$ cat config.mk
export PLATFORM = sky130hd
export DESIGN_NAME = stopwatch_bcd
export DESIGN_NICKNAME = d
export VERILOG_FILES = /design/src/rtl/stopwatch_bcd.sv
export SDC_FILE = /design/constraint.sdc
export NUM_CORES = 1
export LEC_CHECK = 0
export CAP_MARGIN = 30
export CORE_MARGIN = 2
export CORE_UTILIZATION = 55
export CTS_CLUSTER_SIZE = 14
export DETAILED_ROUTE_END_ITERATION = 12
export PLACE_DENSITY = 0.72
export SLEW_MARGIN = 20
export SYNTH_ARGS = -nofsm -noshare
export SYNTH_HDL_FRONTEND = slang
export SYNTH_SLANG_ARGS = --single-unit
$ cat constraint.sdc
create_clock -name clk -period 4.5 [get_ports clk]
set_input_delay 0.9 -clock clk [delete_from_list [all_inputs] [get_ports clk]]
set_output_delay 0.9 -clock clk [all_outputs]
set_load 0.03 [all_outputs]
$ cat src/rtl/stopwatch_bcd.sv
// Four-digit BCD stopwatch: debounced start/stop and clear buttons, prescaled step,
// 0000-9999 count with a one-cycle wrap pulse on rollover.
module stopwatch_bcd #(
    parameter int unsigned DIV       = 5_000_000,
    parameter int unsigned DB_CYCLES = 500_000
) (
    input  logic        clk,
    input  logic        rst_n,
    input  logic        btn_start_n,
    input  logic        btn_clear_n,
    output logic [15:0] digits,
    output logic        running,
    output logic        wrap
);

    localparam int unsigned PW = (DIV > 2) ? $clog2(DIV) : 1;
    localparam int unsigned DW = $clog2(DB_CYCLES + 1);
    localparam logic [PW-1:0] PRESC_LAST = PW'(DIV - 1);
    localparam logic [DW-1:0] DB_LAST    = DW'(DB_CYCLES - 1);

    typedef enum logic {
        STOP,
        RUN
    } state_e;

    // Button vectors: bit 0 = start/stop, bit 1 = clear.
    logic [1:0]          sync1_q, sync1_d;
    logic [1:0]          sync2_q, sync2_d;
    logic [1:0]          deb_q, deb_d;
    logic [1:0]          press_q, press_d;
    logic [DW-1:0]       dbc_q [2];
    logic [DW-1:0]       dbc_d [2];
    logic [PW-1:0]       presc_q, presc_d;
    logic [3:0][3:0]     digits_q, digits_d;
    logic                wrap_q, wrap_d;
    logic                carry;
    state_e              state_q, state_d;

    always_comb begin
        sync1_d = {btn_clear_n, btn_start_n};
        sync2_d = sync1_q;
        for (int unsigned i = 0; i < 2; i++) begin
            deb_d[i] = deb_q[i];
            dbc_d[i] = '0;
            if (sync2_q[i] != deb_q[i]) begin
                if (dbc_q[i] == DB_LAST) begin
                    deb_d[i] = sync2_q[i];
                end else begin
                    dbc_d[i] = dbc_q[i] + 1'b1;
                end
            end
        end
        // Press events are the registered falling edge of the debounced level.
        press_d = deb_q & ~deb_d;
    end

    always_comb begin
        state_d  = state_q;
        presc_d  = presc_q;
        digits_d = digits_q;
        wrap_d   = 1'b0;
        carry    = 1'b0;
        if (press_q[0]) begin
            state_d = (state_q == RUN) ? STOP : RUN;
        end
        // Clear outranks a coincident step: no increment and no wrap.
        if (press_q[1]) begin
            presc_d  = '0;
            digits_d = '0;
        end else if (state_q == RUN) begin
            if (presc_q == PRESC_LAST) begin
                presc_d = '0;
                carry   = 1'b1;
                for (int unsigned i = 0; i < 4; i++) begin
                    if (carry) begin
                        if (digits_q[i] >= 4'd9) begin
                            digits_d[i] = 4'd0;
                        end else begin
                            digits_d[i] = digits_q[i] + 4'd1;
                            carry       = 1'b0;
                        end
                    end
                end
                wrap_d = carry;
            end else begin
                presc_d = presc_q + 1'b1;
            end
        end
    end

    always_ff @(posedge clk or negedge rst_n) begin
        if (!rst_n) begin
            sync1_q  <= '1;
            sync2_q  <= '1;
            deb_q    <= '1;
            press_q  <= '0;
            dbc_q[0] <= '0;
            dbc_q[1] <= '0;
            presc_q  <= '0;
            digits_q <= '0;
            wrap_q   <= 1'b0;
            state_q  <= STOP;
        end else begin
            sync1_q  <= sync1_d;
            sync2_q  <= sync2_d;
            deb_q    <= deb_d;
            press_q  <= press_d;
            dbc_q[0] <= dbc_d[0];
            dbc_q[1] <= dbc_d[1];
            presc_q  <= presc_d;
            digits_q <= digits_d;
            wrap_q   <= wrap_d;
            state_q  <= state_d;
        end
    end

    assign digits  = digits_q;
    assign running = (state_q == RUN);
    assign wrap    = wrap_q;

endmodule

Word level (Yosys, flattened, before mapping) --
Index checks and enable logic that the tools add are counted.
Storage, ports and cells: register bits 87, logic and storage cells 81, output and inout bits 18, bits of input ports 4
Operators by class: eq/ne operators 5, muxes and demuxes 41, bitwise logic cells 2, add/subtract/negate cells 7, magnitude comparators 4, reductions and logical operators 9
Operator list (number):
- $mux W19 | 4
- $mux W23 | 3
- $mux W16 | 3
- $add A19 B1 Y19 const B | 2
- $eq A19 B19 Y1 const B | 2
- $mux W4 | 7
- $mux W1 | 24
- $add A23 B1 Y23 const B | 1
- $eq A23 B23 Y1 const B | 1
- $add A4 B1 Y4 const B | 4
- $ge A4 B4 Y1 const B | 4
- $reduce_bool A2 Y1 | 5
- $reduce_and A3 Y1 | 3
- $and A2 B2 Y2 | 1
- $ne A1 B1 Y1 | 2
- $not A2 Y2 | 1
- $reduce_and A2 Y1 | 1

Longest topological paths before layout --
Gate-level depths: netlist (run 1).
word-level depth 17, mapped depth 8

Least setup slack after synthesis (run 1) --
No wires, ideal clock.
path kind flip-flop to flip-flop, from register digits_q (netlist bit digits[5]), to register digits_q (netlist bit digits[15]), cell stages (with the launch flop) 9, required time 4.378 ns, path slack 2.229 ns, period minus slack after synthesis 2.271 ns, path buffers 1, setup time 0.122 ns, arrival time 2.150 ns, cell sequence dfrtp_1 -> inv_1 -> ha_1 -> or3b_2 -> a21oi_1 -> or2_2 -> clkbuf_1 -> nor4_1 -> a32o_1
On the way: longest elaborated chain between the ends 12
RTL lines:
- start: declaration | RTL line 34 | logic [3:0][3:0] digits_q, digits_d;
- start signal: assignment | RTL line 111 | digits_q <= digits_d;
- $ge A4 B4 Y1 | RTL line 76 | if (digits_q[i] >= 4'd9) begin
- $mux W1 | RTL line 76
- $mux W1 | RTL line 75 | if (carry) begin
- $mux W1 | RTL line 71 | if (presc_q == PRESC_LAST) begin
- $mux W1 | RTL line 70 | end else if (state_q == RUN) begin
- $mux W1 | RTL line 67 | if (press_q[1]) begin
- $mux W1 | RTL line 75
- $mux W1 | RTL line 71
- $mux W1 | RTL line 70
- $mux W1 | RTL line 67
- $reduce_bool A2 Y1 (no source line)
- $reduce_and A3 Y1 (no source line)
Every way passes these cells. The select of a mux whose other input is x is not followed. A chain may end at the register's enable or synchronous reset.

Final worst setup path (run 1) --
from register state_q (netlist: running), to output port running
RTL lines:
- start: declaration | RTL line 37 | state_e state_q, state_d;
- start signal: assignment | RTL line 113 | state_q <= state_d;
- end: declaration | RTL line 12 | output logic running,
No word-level cell between the ends.

==> run_results.csv, run 1 <==
group,metric,value,unit
run_status,status,"finished clean",
floorplan,io_pins,22,
final_layout,fillers,633,
synth,synth-seq-area-share,0.492,
timing,worst_pin_slew,796,ps
route,drt_iter0_markers,134,
critical_path,path_max_fanout,9,
final_layout,multi_input_area,0.00214,mm2
route,vias,3282,
final_layout,register_area,0.00218,mm2
power_and_ir_drop,power_density,269,mW/mm2
final_layout,design_area,0.00494,mm2
floorplan,dieArea,0.00882,mm2
route,wl_per_cell,14.1,um
place,dp.cells,572,
route,drt_wl_total,8280,um
floorplan,design.core.area,0.00777,mm2
clock_tree,clk_pin_slew_worst_paths,90,ps
critical_path,cpMaxStageDelayCell,"clkdlybuf4s50_1",
clock_tree,h-tree-depth,3,
timing,period_share,0.557,
timing,final.setup.tns,0,ps
critical_path,crit_type,"reg2out",
critical_path,startpoint,"running$_DFFE_PN0P_",
synth,syn_inst,457,
grt,grt_use_met3,0.0417,
timing,post-route-min-period,2510,ps
grt,met2_usage,0.333,
synth,avgSynthCellArea,9.72,um2
critical_path,rr_worst_depth,5,
route,post_drt_via_cell_ratio,5.58,
critical_path,crit_buf_inv,1,
floorplan,initial_utilization,0.572,
synth,synth_seq_cells,87,
power_and_ir_drop,p_leak,2.05,nW
critical_path,crit_chain,"clkdlybuf4s50_1",
timing,finalHoldViolations,0,
synth,async_flop_share,1.00,
critical_path,startpoint_type,"register",
synth,netlist_area,0.00444,mm2
floorplan,die_w,93.9,um
power_and_ir_drop,ir_drop,0.163,mV
timing,final-setup-viol-count,0,
critical_path,critPathTopFamily,"buffers and inverters",
hold_path,hp-start,"sync1_q[1]$_DFF_PN1_",
route,ant_nets,0,
critical_path,crit_required,3600,ps
floorplan,die-height,93.9,um
clock_tree,insertion_delay,350,ps
critical_path,crit_arrival,1610,ps
final_layout,diodes,0,
floorplan,fp-row-count,32,
final_layout,layout-drive-gt1-share,0.0802,
synth,synthXorXnorAreaFrac,0.106,
critical_path,path_depth,1,
clock_tree,cts_tree,"built",
grt,gr-usage-met1,0.306,
hold_path,min_path_type,"reg2reg",
synth,synth.area.top_cells,"dfrtp_1, nor2_1, xor2_1, xnor2_1, ha_1",
final_layout,nNetsFinal,500,
final_layout,instances_no_fill,588,
hold_path,hold_depth,0,
synth,synth_fp_nets,476,
synth,yosysWarningCount,0,
timing,max-slew-margin-rel,0.464,
grt,busiest_layer,"met2",
grt,grt_pass1_wl,14900,um
grt,antenna_found_initial,0,
clock_tree,numCtsBuffers,9,
synth,synth_flop_cell,"dfrtp_1",
synth,synthMuxAreaShare,0.0121,
grt,gr-total-overflow,0,
place,place_congestion,0.866,
synth,synth_top_cell_area_share,0.456,
synth,synth_compound_area_frac,0.0628,
synth,synth_edf_count,0,
place,placed_cell_area,0.00475,mm2
synth,synth_top_family_by_area,"simple AND/OR/NAND/NOR gates",
critical_path,reg2reg_slack,2250,ps
final_layout,syn_to_final_growth,11.1,%
grt,grt_util_all_layers,0.214,
flow_run,drv_cap,0,
synth,ys_types,49,
clock_tree,cts-hold-fix-buffers,0,
synth,yosys.area.top_type,"dfrtp_1",
synth,synth_most_common_cell,"dfrtp_1",
grt,grt_max_degree,50,
timing,fin_hold_ws,361,ps
clock_tree,post_cts_resized,0,
timing,finClkSkew,8.50,ps
clock_tree,clockBufferDepth,2,
timing,rsz0062_at_grt,"no",
clock_tree,cts_sinks,87,
synth,synthSimpleGateAreaFrac,0.258,
critical_path,critical_path.max_stage_delay,740,ps
grt,first_global_vias,3195,
synth,ys_top_cells_by_count,"dfrtp_1, nor2_1, nand3_1, xor2_1, nand2_1",
place,portBuffers,21,
clock_tree,clockRootBuffer,"clkbuf_8",
timing,maxSlewViolCount,0,
synth,synthAdderAreaFrac,0.0422,
critical_path,r2r_start,"presc_q[12]$_DFFE_PN0P_",
route,drc,0,
place,dp_hpwl,5950,um
route,drtPass1Iterations,4,
clock_tree,cts_setup_buffers,0,
critical_path,end_kind,"output port",
timing,max_freq,399,MHz
==> placed cells by master (no fill, tap or decap), types with 2 or more instances in the layout <==
cell,count
nand2_1,27
dfstp_2,6
nand4_1,16
nand3_1,37
nor4bb_1,2
nor2b_1,5
clkdlybuf4s50_1,20
inv_1,17
nand4b_1,2
nor4_1,6
o41ai_1,2
clkbuf_8,11
buf_4,2
o31ai_1,6
and2_1,2
dfrtp_1,81
or3_1,2
nor2_1,76
or2_2,5
nand2b_1,3
nor3b_1,4
clkinvlp_4,2
o21a_1,5
a21oi_1,3
nor4b_1,5
and3_1,6
mux2_2,3
and4_1,3
ha_1,15
or3b_2,2
xor2_1,28
o221ai_1,2
nor3_1,15
mux2i_1,2
or4_1,3
xnor2_1,26
o21ai_0,18
==> per-stage QoR <==
step,power [mW],utilization,setup WS (ps)
after floorplan,0.821,-,2230
after CTS,1.35,0.636,1980
final,1.33,0.636,1990
after detailed placement,0.845,0.612,2300
after global placement,0.842,0.609,2350
after global routing,1.38,0.636,1910
==> final timing paths <==
kind,endpoint
worst max-delay path,running
worst min register to register,sync2_q[1]$_DFF_PN1_
worst min-delay path,sync2_q[1]$_DFF_PN1_
worst max register to register,presc_q[19]$_DFFE_PN0P_
min in group asynchronous,presc_q[18]$_DFFE_PN0P_
max in group asynchronous,deb_q[0]$_DFF_PN1_
==> cell type report <==
| cell class | count | share of cell area |
|---|---|---|
| Multi-Input combinational cell | 343 | 0.434 |
| Inverter | 17 | 0.0129 |
| Timing Repair Buffer | 23 | 0.0476 |
| Clock inverter | 4 | 0.00583 |
| Sequential cell | 87 | 0.442 |
| Tap cell | 102 | 0.0258 |
| Clock buffer | 12 | 0.0314 |
==> cells by family (layout without fill, tap and decap cells) <==
family | Yosys count | after routing
AOI/OAI and AO/OA | 43 | 43
xor gates and xnor gates | 54 | 54
adders and majority gates | 15 | 15
buffers and inverters | 27 | 56
DFF | 87 | 87
muxes | 5 | 5
and+or+nand+nor | 226 | 226
==> metal layers <==
layer	wire length, um	share of wire
met5	0	0
met1	4040	0.49
met4	91	0.011
met2	3840	0.46
met3	305	0.037
==> power by group <==
group	switching, mW	internal [mW]	leakage (nW)
clock	0.269	0.232	0.0890
sequential	0.00522	0.789	1.19
combinational	0.0243	0.00914	0.767
total	0.299	1.03	2.05
==> sequential cells by signal, indices dropped and copies added (netlist names) <==
signal,flops
sync2_q,2
running,1
press_q,2
deb_q,2
sync1_q,2
dbc_q,38
presc_q,23
wrap,1
digits,16
No activity file was read; power rests on OpenSTA's default activity.
==> run 2, diff against run 1 <==
CORE_UTILIZATION = 54   (was 55)
PLACE_DENSITY = 0.74   (was 0.72)
clock period = 2.3 ns   (was 4.5 ns; I/O delays follow)
==> run_results.csv, run 2 (synthesis gave the netlist of run 1 again) <==
group,metric,value,unit
run_status,status,"finished clean",
clock_tree,cts-hold-fix-buffers,0,
final_layout,layout-drive-gt1-share,0.0892,
critical_path,crit_chain,"clkdlybuf4s50_1",
critical_path,end_kind,"output port",
critical_path,cpMaxStageDelayCell,"clkdlybuf4s50_1",
route,wl_per_cell,13.7,um
timing,fin_hold_ws,32.0,ps
power_and_ir_drop,pwr-share-clk,0.358,
critical_path,crit_required,1840,ps
final_layout,largest_reg_flops,38,
final_layout,nNetsFinal,507,
timing,final.setup.tns,0,ps
power_and_ir_drop,ir_drop,0.378,mV
route,drtPass1Iterations,4,
final_layout,most-common-layout-cells,"dfrtp_1, nor2_1, nand3_1, xor2_1, nand2_1",
route,ant_nets,0,
timing,maxSlewViolCount,0,
floorplan,dieArea,0.00897,mm2
floorplan,io_pins,22,
timing,period_share,0.905,
grt,grt_util_all_layers,0.206,
power_and_ir_drop,power_density,508,mW/mm2
clock_tree,insertion_delay,360,ps
grt,antenna_found_initial,0,
power_and_ir_drop,p_leak,2.07,nW
power_and_ir_drop,finalPower,2.52,mW
route,drc,0,
critical_path,critical_path.max_stage_delay,750,ps
final_layout,largest_register,"dbc_q",
flow_run,drv_cap,0,
clock_tree,clockBufferDepth,2,
final_layout,mostFrequentLayoutCell,"dfrtp_1",
floorplan,design.core.area,0.00809,mm2
place,portBuffers,21,
clock_tree,h-tree-depth,3,
critical_path,path_max_fanout,9,
floorplan,fp-row-count,33,
timing,post-route-min-period,2080,ps
route,wl_met1,3890,um
critical_path,crit_type,"reg2out",
timing,max_freq,481,MHz
final_layout,syn_to_final_growth,11.8,%
critical_path,reg2reg_slack,230,ps
floorplan,die-height,94.7,um
grt,first_global_vias,3252,
final_layout,design_area,0.00497,mm2
power_and_ir_drop,p_int,1.95,mW
final_layout,diodes,0,
route,vias,3344,
clock_tree,clockRootBuffer,"clkbuf_8",
clock_tree,numCtsBuffers,9,
timing,worst_pin_slew,541,ps
timing,max-slew-margin-rel,0.636,
route,maxUsedRoutingLayer,"met4",
critical_path,worstReg2RegEnd,"digits[14]$_DFFE_PN0P_",
place,placed_cell_area,0.00481,mm2
clock_tree,cts_tree,"built",
critical_path,crit_buf_inv,1,
critical_path,critPathTopFamily,"buffers and inverters",
place,dp_hpwl,5840,um
grt,grt_pass1_wl,14600,um
place,place_congestion,0.859,
floorplan,initial_utilization,0.549,
final_layout,finalCoreUtilization,0.614,
clock_tree,clk_pin_slew_worst_paths,90,ps
route,wl_met2,3890,um
power_and_ir_drop,pwr-share-comb,0.026,
power_and_ir_drop,p_seq_frac,0.616,
timing,final-setup-viol-count,0,
route,drt_wl_total,8220,um
clock_tree,cts_setup_buffers,0,
floorplan,die_w,94.7,um
power_and_ir_drop,switchingPower,0.572,mW
grt,gr-total-overflow,0,
power_and_ir_drop,p_sw_frac,0.227,
timing,rsz0062_at_grt,"no",
grt,grt_max_degree,55,
clock_tree,cts_sinks,87,
route,drt_iter0_markers,130,
clock_tree,post_cts_resized,0,
final_layout,fillers,710,
critical_path,startpoint_type,"register",
critical_path,crit_arrival,1620,ps
critical_path,r2r_start,"presc_q[0]$_DFFE_PN0P_",
route,met3_length,294,um
hold_path,min_path_type,"in2async",
timing,finalHoldViolations,0,
route,post_drt_via_cell_ratio,5.59,
timing,finClkSkew,14.7,ps
critical_path,rr_worst_depth,7,
-- run 2: per-stage QoR --
stage / instances / setup slack, ps
after floorplan: 457 / 28.9
after global placement: 582 / 339
after detailed placement: 582 / 246
after CTS: 598 / 183
after global routing: 598 / 53.7
final: 598 / 219
-- run 2: worst max path at each step --
stage / startpoint / endpoint / depth (start not counted)
2_1_floorplan: digits[5]$_DFFE_PN0P_ / digits[15]$_DFFE_PN0P_ / 8
3_3_place_gp: presc_q[0]$_DFFE_PN0P_ / digits[12]$_DFFE_PN0P_ / 6
3_5_place_dp: presc_q[0]$_DFFE_PN0P_ / digits[14]$_DFFE_PN0P_ / 7
4_1_cts: running$_DFFE_PN0P_ / running / 1
5_1_grt: presc_q[0]$_DFFE_PN0P_ / digits[14]$_DFFE_PN0P_ / 7
6_report: running$_DFFE_PN0P_ / running / 1
-- run 2: per-layer routing --
metal  global-route usage  vias up
met2                0.340       71
met3               0.0351       14
li1                     -     1642
met1                0.271     1617
met4               0.0809        0
met5                    0        -
-- run 2: cell type report --
type | instances | area, um2 | share of cell area
Clock buffer | 12 | 135 | 0.0272
Sequential cell | 87 | 2180 | 0.440
Clock inverter | 4 | 22.5 | 0.00453
Timing Repair Buffer | 30 | 288 | 0.0579
Inverter | 17 | 63.8 | 0.0128
Multi-Input combinational cell | 343 | 2140 | 0.431
Tap cell | 105 | 131 | 0.0264
-- run 2: power by group through the flow --
stage | sequential, mW | combinational [mW] | clock [mW]
after floorplan | 1.58 | 0.0248 | 0
after global placement | 1.58 | 0.0672 | 0
after detailed placement | 1.58 | 0.0685 | 0
after CTS | 1.55 | 0.0688 | 0.945
after global routing | 1.56 | 0.0764 | 1.00
final | 1.55 | 0.0652 | 0.902
==> run 3, diff against run 2 <==
ABC_CLOCK_PERIOD_IN_PS = 2300   (was default)
MAX_ROUTING_LAYER = met4   (was default)
REMOVE_ABC_BUFFERS = 1   (was default)
==> run_results.csv, run 3 (synthesis gave the netlist of run 1 again) <==
group,metric,value,unit
run_status,status,"finished clean",
route,maxUsedRoutingLayer,"met4",
final_layout,largest_register,"dbc_q",
timing,final-setup-viol-count,0,
route,drt_iter0_markers,123,
grt,grt_util_all_layers,0.214,
critical_path,reg2reg_slack,220,ps
place,placed_cell_area,0.00482,mm2
final_layout,largest_reg_flops,38,
timing,rsz0062_at_grt,"no",
critical_path,crit_required,2540,ps
critical_path,rr_worst_depth,6,
grt,first_global_vias,3277,
critical_path,startpoint_type,"register",
clock_tree,h-tree-depth,3,
grt,grt_pass1_wl,14700,um
final_layout,nNetsFinal,509,
final_layout,fillers,686,
critical_path,end_kind,"register",
route,vias,3340,
timing,setup_ws,224,ps
grt,antenna_found_initial,0,
critical_path,path_max_fanout,5,
final_layout,register_area,0.00218,mm2
final_layout,multi_input_area,0.00214,mm2
final_layout,layout-drive-gt1-share,0.0953,
power_and_ir_drop,power_density,542,mW/mm2
floorplan,design.core.area,0.00809,mm2
timing,max_freq,482,MHz
critical_path,worstReg2RegEnd,"digits[12]$_DFFE_PN0P_",
critical_path,r2r_start,"presc_q[0]$_DFFE_PN0P_",
place,place_congestion,0.844,
route,drt_wl_total,8330,um
floorplan,io_pins,22,
route,post_drt_via_cell_ratio,5.59,
floorplan,fp-row-count,33,
grt,grt_max_degree,43,
route,drc,0,
floorplan,die-height,94.7,um
timing,finClkSkew,14.6,ps
timing,max-slew-margin-rel,0.649,
route,wl_per_cell,13.9,um
clock_tree,cts-hold-fix-buffers,0,
final_layout,diodes,0,
floorplan,initial_utilization,0.549,
final_layout,mostFrequentLayoutCell,"dfrtp_1",
hold_path,min_path_type,"in2async",
floorplan,dieArea,0.00897,mm2
route,wl_met2,4080,um
clock_tree,insertion_delay,360,ps
timing,period_share,0.903,
timing,post-route-min-period,2080,ps
critical_path,crit_arrival,2320,ps
route,met3_length,256,um
timing,finalHoldViolations,0,
clock_tree,cts_tree,"built",
critical_path,crit_type,"reg2reg",
clock_tree,numCtsBuffers,9,
place,dp.cells,584,
route,drtPass1Iterations,4,
flow_run,drv_cap,0,
clock_tree,cts_sinks,87,
floorplan,die_w,94.7,um
grt,gr-total-overflow,0,
route,wl_met1,3900,um
final_layout,design_area,0.00503,mm2
clock_tree,clk_pin_slew_worst_paths,90,ps
clock_tree,clockBufferDepth,2,
final_layout,instances_no_fill,598,
timing,maxSlewViolCount,0,
route,ant_nets,0,
timing,worst_pin_slew,522,ps
final_layout,syn_to_final_growth,13.1,%
place,portBuffers,21,
place,post-place-ws,227,ps
power_and_ir_drop,p_leak,2.11,nW
place,dp_hpwl,5880,um
clock_tree,clockRootBuffer,"clkbuf_8",
final_layout,most-common-layout-cells,"dfrtp_1, nor2_1, nand3_1, xor2_1, nand2_1",
power_and_ir_drop,ir_drop,0.358,mV
## run 3: worst max-delay path by stage
stage	slack, ps	to	startpoint
final	220	digits[12]$_DFFE_PN0P_	presc_q[0]$_DFFE_PN0P_
after global routing	40	digits[14]$_DFFE_PN0P_	presc_q[0]$_DFFE_PN0P_
after CTS	210	digits[14]$_DFFE_PN0P_	presc_q[0]$_DFFE_PN0P_
after detailed placement	230	digits[14]$_DFFE_PN0P_	presc_q[0]$_DFFE_PN0P_
after global placement	360	digits[14]$_DFFE_PN0P_	presc_q[0]$_DFFE_PN0P_
after floorplan	-340	digits[3]$_DFFE_PN0P_	running$_DFFE_PN0P_
## run 3: metal layers
| metal | up-vias | global-route usage |
|---|---|---|
| met5 | - | - |
| li1 | 1646 | - |
| met1 | 1626 | 0.276 |
| met4 | 0 | 0.0773 |
| met2 | 56 | 0.346 |
| met3 | 12 | 0.0295 |
## run 3: power breakdown
part,internal [mW],total [mW],leakage [nW],switching [mW]
Clock,0.594,1.10,0.105,0.510
Combinational,0.0191,0.0663,0.813,0.0472
Sequential,1.54,1.55,1.19,0.0111
## run 3: critical path: stages (launching register included)
cell      delay (ps)
dfrtp_1          410
ha_1             240
nand3_1          140
nand4b_1         310
nor4_1           550
mux2i_1          250
nor2_1            60
## run 3: area by class of cell
cell class	instances	area share
flip-flops and latches	87	0.435
inverters	17	0.0127
clock inverters	5	0.0149
well taps	105	0.0261
repair buffers	32	0.0610
multi-input cells	343	0.426
clock buffers	9	0.0246
## run 3: per-stage QoR
stage	TNS (ps)	util	power [mW]	hold slack [ps]
floorplan	-424	-	1.60	164
global placement	0	0.596	1.65	345
detailed placement	0	0.596	1.65	348
CTS	0	0.621	2.76	93.4
global route	0	0.621	2.84	113
finish	0	0.621	2.73	64.5
## run 3: what timing repair did
action | CTS | global route
hold endpoints to repair | 0 | 0
endpoints found under the setup margin | 0 | 1
setup buffers | 0 | 0
resized for setup | 0 | 1
==> patch 1, RTL diff (config.mk and constraints of run 3) <==
Change the parameter `DIV` from 5_000_000 to 2_500_000.
--- a/src/rtl/stopwatch_bcd.sv
+++ b/src/rtl/stopwatch_bcd.sv
@@ -1,7 +1,7 @@
 // Four-digit BCD stopwatch: debounced start/stop and clear buttons, prescaled step,
 // 0000-9999 count with a one-cycle wrap pulse on rollover.
 module stopwatch_bcd #(
-    parameter int unsigned DIV       = 5_000_000,
+    parameter int unsigned DIV       = 2_500_000,
     parameter int unsigned DB_CYCLES = 500_000
 ) (
     input  logic        clk,
Formal check against the unedited RTL: no difference found for any inputs over 10 cycles, from zero or initial values and one cycle with rst_n low; that may be too few to reach the edited logic, so the function may still have changed.
==> patch 1 against run 3 <==
  * Synthesized area is 1.1% higher
  * Routed wire length is 9.9% higher
  * Worst setup slack worse by 160 ps
  * Critical path depth is 1 lower
  * Power is 4.4% lower
  * Combinational power is 6.2% higher
  * Final area is 4.1% higher
  * Sequential cell count is 1 lower
  * Largest cell class is now multi-input gates
==> patch 1: results (changes against run 3) <==
The flow ran to the end, and the final reports show no timing, DRC or antenna violations. The total placed instance area is 5010 µm² (+3.9%). The xor and xnor area share after synthesis was 8.77% (-1.9 points); the pre-CTS setup slack was 89.9 ps (-138 ps).

Layout clock buffer count: 10 (+1). The run gives 617 (+5.7%) as the number of cells after detailed placement. The fraction of the mapped netlist area in compound gates is 6.60% (+0.32 points), and the clock network area share is 3.49% (-0.47 points).

The largest individual stage delay along the critical path comes from the cell sky130_fd_sc_hd__or4_4. The run gives 3529 (+7.7%) as the number of global-route vias before repair. The tools report the unique cell type count in the Yosys netlist as 46 (-6.1%). The tools report the number of violations reported at the end of detailed-routing iteration 0 as 206 (+67%). The worst-margin pin slew is 706 ps (+184 ps), and the average via count per standard cell is 5.68 (+1.7%). Sorting the synthesized cells by area gives the leading types as sky130_fd_sc_hd__dfrtp_1 45%, sky130_fd_sc_hd__nor2_1 5.8%, sky130_fd_sc_hd__nand3_1 5.3%. The tools report the hold buffer count at CTS as 1 (+1). Number of filler instances in the final layout: 669 (-2.5%). The power consumed by combinational cells came out at 0.0000704 W (+6.2%).

The post-route total power is 0.00260 W (-4.4%). The post-synthesis sequential area ratio is 48.1% (-1.1 points). The run gives 6500 µm (+11%) as the HPWL after detailed placement. The count of plain and timing-repair buffers is 51 (+59%). The path class of the tightest hold or removal check is reg -> reg. Power density over the cells: 497 nW/µm² (-8.2%). The flip-flop and latch area was 2160 µm² (-1.1%); the worst stage delay on the critical path was 580 ps (+30 ps).

The met1 wire length came out at 4200 µm (+7.8%). The multi-input combinational gate total is 358 (+4.4%), and the total routing usage reported by global routing is 22.8% (+1.5 points). Met1 demand-to-capacity share in global routing: 28.5% (+0.82 points).
==> patch 1: changes by cell type after synthesis, moves of 6 or more <==
| cell | change |
|---|---|
| sky130_fd_sc_hd__nor2_1 | -6 |
| sky130_fd_sc_hd__a21oi_1 | +13 |
| sky130_fd_sc_hd__xnor2_1 | -6 |
| sky130_fd_sc_hd__and3_1 | +9 |
| sky130_fd_sc_hd__nand3_1 | +11 |
| sky130_fd_sc_hd__clkbuf_1 | +8 |
| sky130_fd_sc_hd__buf_2 | -6 |
| sky130_fd_sc_hd__nand2_1 | +9 |
==> patch 1: worst paths after layout <==
kind                                   end  slack (ps)   startpoint  depth (start not counted)
max in group asynchronous       sync2_q[1]        1190        rst_n                          3
worst max-delay path            digits[14]          60  presc_q[15]                          5
min in group asynchronous        dbc_q[30]         500        rst_n                          2
worst min register to register  sync2_q[1]         360   sync1_q[1]                          0
worst min-delay path            sync2_q[1]         360   sync1_q[1]                          0
worst max register to register  digits[14]          60  presc_q[15]                          5
==> patch 2, RTL diff (settings of run 3) <==
Without the edit above. Register the output `digits` once more; this adds one clock of latency there. The other outputs are not delayed to match.
--- a/src/rtl/stopwatch_bcd.sv
+++ b/src/rtl/stopwatch_bcd.sv
@@ -114,7 +114,9 @@
         end
     end
 
-    assign digits  = digits_q;
+    always_ff @(posedge clk) begin
+        digits <= digits_q;
+    end
     assign running = (state_q == RUN);
     assign wrap    = wrap_q;
 
Function: same outputs for any inputs over 10 cycles, from zero or initial values and one cycle with rst_n low; that may be too few to reach the edited logic, so the function may still have changed.
==> patch 2 against run 3 <==
  * Die area up 7.7%
  * Sequential cell count up 16
  * Synthesized area up 8.1%
  * Clock skew down 0.93 ps
  * Clock power up 5%
  * Final area up 6.6%
  * Power up 12%
  * Worst setup slack worse by 130 ps
  * Count of clock-buffer cells in the layout up 1
  * Routed wire length down 0.60%
==> patch 2: results (changes against run 3) <==
The worst register-to-register path begins at digits_q[0]. The average via count per standard cell is 5.57 (-0.28%). Counting instances in the post-synthesis netlist gives the leading cell types as 81 x sky130_fd_sc_hd__dfrtp_1, 78 x sky130_fd_sc_hd__nor2_1, 34 x sky130_fd_sc_hd__xor2_1, 30 x sky130_fd_sc_hd__nand3_1, 27 x sky130_fd_sc_hd__nand2_1.

Fraction of registers with async set/reset: 84.5% (-16 points). The count of buffers from port buffering was 21 (unchanged). The reg-to-reg setup timing slack was 140 ps (-80 ps); the global-route wire length before repair was 14900 µm (+0.79%).

The maximum number of buffers from clock root to sink is 2 (unchanged), and the number of cells after detailed placement is 588 (+0.68%). End of the worst register-to-register path: digits_q[7]. The tools report the post-synthesis sequential area ratio as 52.2% (+3.0 points).

The number of global-route vias before repair is 3306 (+0.88%), and the total length of routed wires is 8280 µm (-0.60%). The worst stage delay on the critical path was 760 ps (+210 ps). For the leakage power summed over all cells, the log shows 2.37 nW (+12%). The pin count of the biggest net entering global routing is 49 (+14%), and the pre-CTS setup slack is 147 ps (-80.2 ps). The top cell family by delay on the critical path was buffers and inverters. Routed wire length on met2: 4060 µm (-0.49%).

The maximum fanout encountered on the critical timing path was 12 (+7); the worst-margin pin slew was 706 ps (+184 ps). The total routing usage reported by global routing was 19.1% (-2.3 points); the initial antenna violation count was 0 (unchanged). The number of gates resized after CTS is 0 (unchanged), and the arrival time of the worst setup path is 1750 ps (-570 ps). The largest individual stage delay along the critical path comes from the cell sky130_fd_sc_hd__clkdlybuf4s50_1. The clock buffer count from CTS is 9 (unchanged).

Total placed instance area: 5150 µm² (+6.7%). The average instance area after synthesis works out to 10.3 µm² (+6.0%). The logic depth of the worst register-to-register path works out to 7 (+1). The final instance count without filler cells came out at 604 (+1.0%).

The clock slew at the register clock pins of the worst setup and hold paths was 110 ps (+20 ps). Yosys attributes the largest share of cell area to sky130_fd_sc_hd__dfrtp_1 42%, sky130_fd_sc_hd__dfxtp_1 6.7%, sky130_fd_sc_hd__xor2_1 6.2%. The HPWL after detailed placement was 5740 µm (-2.4%). The last weighted congestion value of the routability-driven placer is 0.825 (-2.2%), and the net total in the final layout is 510 (+0.20%). The worst hold path belongs to the class in -> async.

The root buffer cell chosen for the clock tree is sky130_fd_sc_hd__clkbuf_8. The run gives 232 µm (-9.4%) as the met3 layer wire length in the routed design. Number of diodes: 0 (unchanged). In the final layout, the registers with the most flip-flops are dbc_q x38, presc_q x23. The number of pins exceeding their max-slew limit in the final report came out at 0 (unchanged). The ratio of cells with drive above 1 in the final layout was 9.68% (+0.14 points). The logs give 0 (unchanged) for the number of buffers inserted to repair setup after CTS and 4 (unchanged) for the number of iterations in the first detailed-routing pass. The logs give 0 (unchanged) for the synthesis warning total and 3860 µm (-1.1%) for the met1 wire length.

The tools report the post-route clock skew as 13.6 ps (-0.933 ps). For the number of violations reported at the end of detailed-routing iteration 0, the log shows 133 (+8.1%). The flow ran to the end, and the final reports show no timing, DRC or antenna violations.

The unique cell type count in the Yosys netlist came out at 49 (unchanged). For the largest voltage drop on the vdd net, the log shows 0.378 mV (+5.6%). The most critical setup path has its startpoint at running.
[patch 2: cell type report]
cell class	count	area, µm²
well taps	108	135
clock inverters	6	62.6
clock buffers	10	149
inverters	17	63.8
fillers	715	3320
flip-flops and latches	103	2500
multi-input cells	332	2170
repair buffers	28	273
[patch 2: report_power, final]
group          internal [W]   total, W  leakage [nW]  switching, W
logic             0.0000197  0.0000685         0.948     0.0000488
clock network      0.000486    0.00116         0.100      0.000677
registers           0.00182    0.00183          1.32     0.0000103
[patch 2: per-stage QoR]
stage                     hold WS [ps]  total power, W
after floorplan                    164         0.00189
after global placement             345         0.00194
after detailed placement           347         0.00194
after CTS                          112         0.00310
after global routing               119         0.00319
final                             98.2         0.00306
[patch 2: per-layer routing]
| layer | vias up | global-route usage, % |
|---|---|---|
| li1 | 1647 | - |
| met1 | 1651 | 24.7 |
| met2 | 55 | 29.4 |
| met3 | 11 | 3.22 |
| met4 | 0 | 9.27 |
| met5 | - | - |
[patch 2: kinds of logic after synthesis]
| family | count (synthesis) | share of synthesized area [%] |
|---|---|---|
| compound gates | 37 | 5.00 |
| xor+xnor | 58 | 10.6 |
| fa+ha+maj | 15 | 3.91 |
| buf+inv | 31 | 2.58 |
| flops | 103 | 52.2 |
| mux | 4 | 0.912 |
| simple gates | 218 | 24.9 |
[patch 2: how the worst max path moves through the flow]
stage             endpoint  slack [ps]  cells past startpoint
2_1_floorplan  digits_q[3]        -110                      5
3_3_place_gp   digits_q[7]         210                      7
3_5_place_dp   digits_q[7]         150                      7
4_1_cts            running          80                      1
5_1_grt            running          20                      1
6_report           running          90                      1
